<file path="src/rtl/alu_operand_stage.sv">
// Operand-fetch stage for the 32-bit AND/OR logic unit: register file, two read
// lanes with write-back bypass, and a single valid/ready output register.

module alu_operand_lane #(
  parameter int DATA_W = 32,
  parameter int AW     = 5
) (
  input  logic              clk,
  input  logic              rst_n,
  input  logic              i_load,
  input  logic              i_hold,
  input  logic [AW-1:0]     i_rs,
  input  logic [DATA_W-1:0] i_rf_data,
  input  logic              i_wb_valid,
  input  logic [AW-1:0]     i_wb_rd,
  input  logic [DATA_W-1:0] i_wb_data,
  output logic [DATA_W-1:0] o_data
);
  logic [DATA_W-1:0] r_data;
  logic [AW-1:0]     r_rs;
  logic              w_hit_rd;
  logic              w_hit_held;
  logic [DATA_W-1:0] w_fetch;

  // Index 0 never bypasses, so a write-back aimed at it cannot leak into an operand.
  assign w_hit_rd   = i_wb_valid && (i_wb_rd == i_rs) && (i_rs != '0);
  assign w_hit_held = i_wb_valid && (i_wb_rd == r_rs) && (r_rs != '0);
  assign w_fetch    = w_hit_rd ? i_wb_data : i_rf_data;

  always_ff @(posedge clk or negedge rst_n) begin
    if (!rst_n) begin
      r_data <= '0;
      r_rs   <= '0;
    end else if (i_load) begin
      r_data <= w_fetch;
      r_rs   <= i_rs;
    end else if (i_hold && w_hit_held) begin
      r_data <= i_wb_data;
    end
  end

  assign o_data = r_data;
endmodule

module alu_operand_stage #(
  parameter  int DATA_W = 32,
  parameter  int NREGS  = 32,
  localparam int AW     = $clog2(NREGS)
) (
  input  logic              clk,
  input  logic              rst_n,
  input  logic              in_valid,
  output logic              in_ready,
  input  logic [AW-1:0]     in_rs1,
  input  logic [AW-1:0]     in_rs2,
  input  logic [AW-1:0]     in_rd,
  input  logic              in_op,
  output logic              out_valid,
  input  logic              out_ready,
  output logic [DATA_W-1:0] out_a,
  output logic [DATA_W-1:0] out_b,
  output logic              out_op,
  output logic [AW-1:0]     out_rd,
  input  logic              wb_valid,
  input  logic [AW-1:0]     wb_rd,
  input  logic [DATA_W-1:0] wb_data
);
  localparam int NUM_OPS = 2;

  logic [DATA_W-1:0]              r_regs [NREGS];
  logic                           r_out_valid;
  logic                           r_op;
  logic [AW-1:0]                  r_rd;
  logic                           w_fire;
  logic                           w_stall;
  logic [NUM_OPS-1:0][AW-1:0]     w_rs;
  logic [NUM_OPS-1:0][DATA_W-1:0] w_rf_data;
  logic [NUM_OPS-1:0][DATA_W-1:0] w_opnd;

  assign in_ready = !r_out_valid || out_ready;
  assign w_fire   = in_valid && in_ready;
  assign w_stall  = r_out_valid && !out_ready;

  // Register 0 is reset to zero and never written, so it always reads zero.
  always_ff @(posedge clk or negedge rst_n) begin
    if (!rst_n) begin
      for (int i = 0; i < NREGS; i++) r_regs[i] <= '0;
    end else if (wb_valid && (wb_rd != '0)) begin
      r_regs[wb_rd] <= wb_data;
    end
  end

  assign w_rs[0] = in_rs1;
  assign w_rs[1] = in_rs2;

  for (genvar g = 0; g < NUM_OPS; g++) begin : g_lane
    assign w_rf_data[g] = r_regs[w_rs[g]];
    alu_operand_lane #(.DATA_W(DATA_W), .AW(AW)) u_lane (
      .clk       (clk),
      .rst_n     (rst_n),
      .i_load    (w_fire),
      .i_hold    (w_stall),
      .i_rs      (w_rs[g]),
      .i_rf_data (w_rf_data[g]),
      .i_wb_valid(wb_valid),
      .i_wb_rd   (wb_rd),
      .i_wb_data (wb_data),
      .o_data    (w_opnd[g])
    );
  end

  // Occupancy bit: load wins over drain, drain without load empties the slot.
  always_ff @(posedge clk or negedge rst_n) begin
    if (!rst_n) begin
      r_out_valid <= 1'b0;
      r_op        <= 1'b0;
      r_rd        <= '0;
    end else if (w_fire) begin
      r_out_valid <= 1'b1;
      r_op        <= in_op;
      r_rd        <= in_rd;
    end else if (out_ready) begin
      r_out_valid <= 1'b0;
    end
  end

  assign out_valid = r_out_valid;
  assign out_a     = w_opnd[0];
  assign out_b     = w_opnd[1];
  assign out_op    = r_op;
  assign out_rd    = r_rd;
endmodule

</file>
<file path="config.mk">
export PLATFORM = sky130hd
export DESIGN_NAME = alu_operand_stage
export DESIGN_NICKNAME = d
export VERILOG_FILES = /design/src/rtl/alu_operand_stage.sv
export SDC_FILE = /design/constraint.sdc
export NUM_CORES = 2
export LEC_CHECK = 0
export CAP_MARGIN = 0
export CORE_MARGIN = 1.5
export CORE_UTILIZATION = 40
export CTS_BUF_LIST = sky130_fd_sc_hd__clkbuf_8
export DETAILED_ROUTE_END_ITERATION = 6
export PLACE_DENSITY = 0.53
export SLEW_MARGIN = 5
export SYNTH_ARGS = -nofsm -noshare
export SYNTH_HDL_FRONTEND = slang
export SYNTH_HIERARCHICAL = 1
export SYNTH_SLANG_ARGS = --single-unit
</file>
<file path="constraint.sdc">
create_clock -name clk -period 4.5 [get_ports clk]
set_input_delay 0.9 -clock clk [delete_from_list [all_inputs] [get_ports clk]]
set_output_delay 0.9 -clock clk [all_outputs]
set_load 0.05 [all_outputs]
</file>
==> flow_metrics.env <==
export IMPL_critical_path_top_delay_family="buffers and inverters"
export IMPL_syn_area_sq_mm=0.06057
export IMPL_async_reset_ff_frac=1.000
export IMPL_arrival_ns=2.50
export IMPL_synthMuxAreaShare=0.3874
export IMPL_crit_type="flop to output pin"
export IMPL_clockBufferDepth=3
export IMPL_crit_path_end_kind="output pin"
export IMPL_ys_ff_latch=1105
export IMPL_numCtsBuffers=198
export IMPL_grt_usage=0.2792
export IMPL_fp_dieArea_sq_mm=0.1538
export IMPL_fin_util=0.4589
export IMPL_syn_area_per_cell_sq_um=12.20
export IMPL_synthCells=4963
export IMPL_cpPeakStageDelay_ns=0.91
export IMPL_yosysSeqAreaShare=0.4566
export IMPL_start_util=0.4034
export IMPL_ir_worst_vdd_mv=0.2539
export IMPL_final_hold_viol_count=0
export IMPL_grt_remaining_overflow=0
export IMPL_post_route_min_period_ns=3.403
export IMPL_synth_fa_ha_area_frac=0
export IMPL_drv_slew=0
export IMPL_antenna_found_initial=7
export IMPL_insertion_delay_ns=0.94
export IMPL_rsz0062_at_grt="no"
export IMPL_status="finished clean"
export IMPL_cts_root_buffer="clkbuf_8"
export IMPL_clock_sinks=1105
export IMPL_worst_path_max_delay_cell="clkdlybuf4s50_1"
export IMPL_cts_setup_buffers=0
export IMPL_rows=142
export IMPL_synth_xor_xnor_area_share=0.002314
export IMPL_synth_fp_nets=5021
export IMPL_drive_above_1_share=0.3037
export IMPL_crit_start="g_lane[0].u_lane/o_data[31]"
export IMPL_crit_fanout=2
export IMPL_worst_clock_skew_ns=0.04229
export IMPL_via_count=42730
export IMPL_synthSimpleGateAreaFrac=0.04297
export IMPL_placed_cells=6858
export IMPL_fillers=13820
export IMPL_path_buf_inv=1
export IMPL_io_pin_count=130
export IMPL_stdcell_count=7224
export IMPL_postCtsHoldBufs=0
export IMPL_cts_resized=0
export IMPL_yosysWarnings=6
export IMPL_port_buffers=129
export IMPL_dp_hpwl_mm=125.0
export IMPL_fp_dieW_um=392.1
export IMPL_worstReg2RegStart="g_lane[0].u_lane/r_rs[1]"
export IMPL_p_total_mw=29.77
export IMPL_worstPathRequired_ns=3.60
export IMPL_routed_wl_mm=214.9
export IMPL_place_gp_congestion=0.7971
export IMPL_synth_compound_area_frac=0.06669
export IMPL_dieHeight_um=392.1
export IMPL_slew_headroom=0.1574
export IMPL_power_density_mw_per_mm2=432.2
export IMPL_synth_ff_type="dfrtp_1"
export IMPL_whs_ns=0.06626
export IMPL_setup_viol_count_final=0
export IMPL_clock_fmax_mhz=293.9
export IMPL_grt_max_degree=99
export IMPL_cp_cell_sequence="clkdlybuf4s50_1"
export IMPL_firstDrtPassIters=5
export IMPL_grt_pass1_vias=43520
export IMPL_synth_top_family_by_area="multiplexers"
export IMPL_core_area_sq_mm=0.1501
export IMPL_wire_per_inst_um=29.75
export IMPL_drtIter0Drc=3450
export IMPL_cellLeakagePower_nw=32.61
export IMPL_ant_nets=0
export IMPL_worstMarginPinSlew_ns=1.260
export IMPL_area_growth_pct=13.75
export IMPL_viasPerCell=5.915
export IMPL_htree_num_levels=4
export IMPL_cts_tree="built"
export IMPL_ys_types=37
export IMPL_drc=0
export IMPL_finalNetCount=5100
export IMPL_grt_pass1_wl_mm=313.7
export IMPL_fin_tns_setup_ns=0
export IMPL_clk_pin_slew_ns=0.07
export IMPL_finalCritPeriodShare=0.7562
export IMPL_synth_edf_count=0
export IMPL_drv_cap=0
export IMPL_hold_class="primary input to async pin"
export IMPL_critical_path_startpoint_type="flop"
-- cell usage in the layout (no fill, tap or decap), types with 3 or more instances in the layout --
cell and n:
mux2i_1 1210, dfrtp_1 1105, mux2_2 969, clkbuf_8 276
nand2_1 202, nand3_1 200, a21oi_1 194, a22oi_1 192
buf_4 169, a22o_1 128, clkdlybuf4s50_1 121, buf_12 74
nor3_1 67, a31oi_1 64, inv_1 63, mux2_1 39
clkinv_2 21, nor2_4 18, nand2_4 14, xnor2_1 10
xor2_1 6, nor2_1 5, buf_2 5, nor2b_4 4
nand2b_2 4, nand3b_1 4, or2_2 3, nand2_2 3
nor3b_2 3, buf_8 3
-- registers in the layout (all words and copies together) (netlist names) --
register and count:
g_lane.u_lane/o_data 64, g_lane.u_lane/r_rs 10, out_op 1, out_rd 5
out_valid 1, r_regs 1024
-- Yosys cell counts (2+ instances only) --
library cell,instances,area share
a211oi_4,2,0.00066
a21oi_1,194,0.016
a22o_1,128,0.019
a22oi_1,192,0.024
a2bb2oi_1,2,0.00029
a31oi_1,64,0.0066
and2_1,2,0.00021
buf_1,31,0.0019
buf_2,112,0.0093
buf_4,69,0.0086
buf_6,54,0.010
clkbuf_1,227,0.014
dfrtp_1,1105,0.46
inv_1,4,0.00025
mux2_1,39,0.0073
mux2_2,969,0.18
mux2i_1,1210,0.20
nand2_1,219,0.014
nand2b_1,6,0.00062
nand3_1,200,0.017
nand3b_1,4,0.00050
nor2_1,7,0.00043
nor2_4,16,0.0030
nor2b_1,6,0.00062
nor3_1,67,0.0055
nor3b_2,3,0.00062
nor4_1,2,0.00021
o2111ai_2,2,0.00050
o41ai_1,2,0.00029
or2_2,3,0.00031
or3b_1,2,0.00029
xnor2_1,10,0.0014
xor2_1,6,0.00087
-- path summary, 6_finish.rpt --
check                      cells after the start                          to  slack (ns)
hold reg to reg                                0                r_regs[1002]        0.40
hold / removal                                 1                 r_regs[756]        0.07
min in group clk                               0                r_regs[1002]        0.40
setup / recovery                               1                   out_a[31]        1.10
max in group asynchronous                      4                 r_regs[849]        3.29
setup reg to reg                               6  g_lane[0].u_lane/o_data[1]        1.97
-- cells by family after synthesis --
group,after synthesis
muxes,2218
and+or+nand+nor,541
AOI/OAI and AO/OA,586
xor gates and xnor gates,16
DFF,1105
buffers and inverters,497
-- metal layers --
| metal | GRT usage | part of all wire | vias to the layer above |
|---|---|---|---|
| met5 | 0 | 0.00019 | - |
| met4 | 0.08767 | 0.028 | 6 |
| met3 | 0.05318 | 0.060 | 328 |
| met2 | 0.4213 | 0.44 | 1327 |
| met1 | 0.4018 | 0.47 | 22600 |
| li1 | - | - | 18470 |
-- metrics by stage --
step / instance area [sq um] / worst slack, ns
6_report: 68890 / 1.097
5_1_grt: 68890 / 1.002
4_1_cts: 68910 / 0.9592
3_5_place_dp: 64690 / 0.5746
3_3_place_gp: 64690 / 0.5892
2_1_floorplan: 60570 / 1.512
-- worst register-to-register path, stage by stage (launching register included) --
cell       delay (ns)
dfrtp_1          0.41
nor4_1           0.33
nor2_1           0.11
o2111ai_4        0.70
buf_4            0.46
mux2i_1          0.26
mux2i_1          0.10
-- power by group --
group	total, mW	internal, mW	switching, mW
registers	13.4	11.9	1.53
logic	6.41	3.13	3.28
clock network	9.99	5.47	4.52
total	29.8	20.5	9.32
-- area by class of cell --
class,instances,area [sq um],area share
well taps,2016,2522,0.03661
clock inverters,88,425.4,0.006175
clock buffers,276,3799,0.05514
flip-flops and latches,1105,27650,0.4014
repair buffers,372,4031,0.05852
multi-input cells,3361,30440,0.4418
diodes,2,5.005,0.00007265
inverters,4,17.52,0.0002543
(Power assumes the default switching activity.)
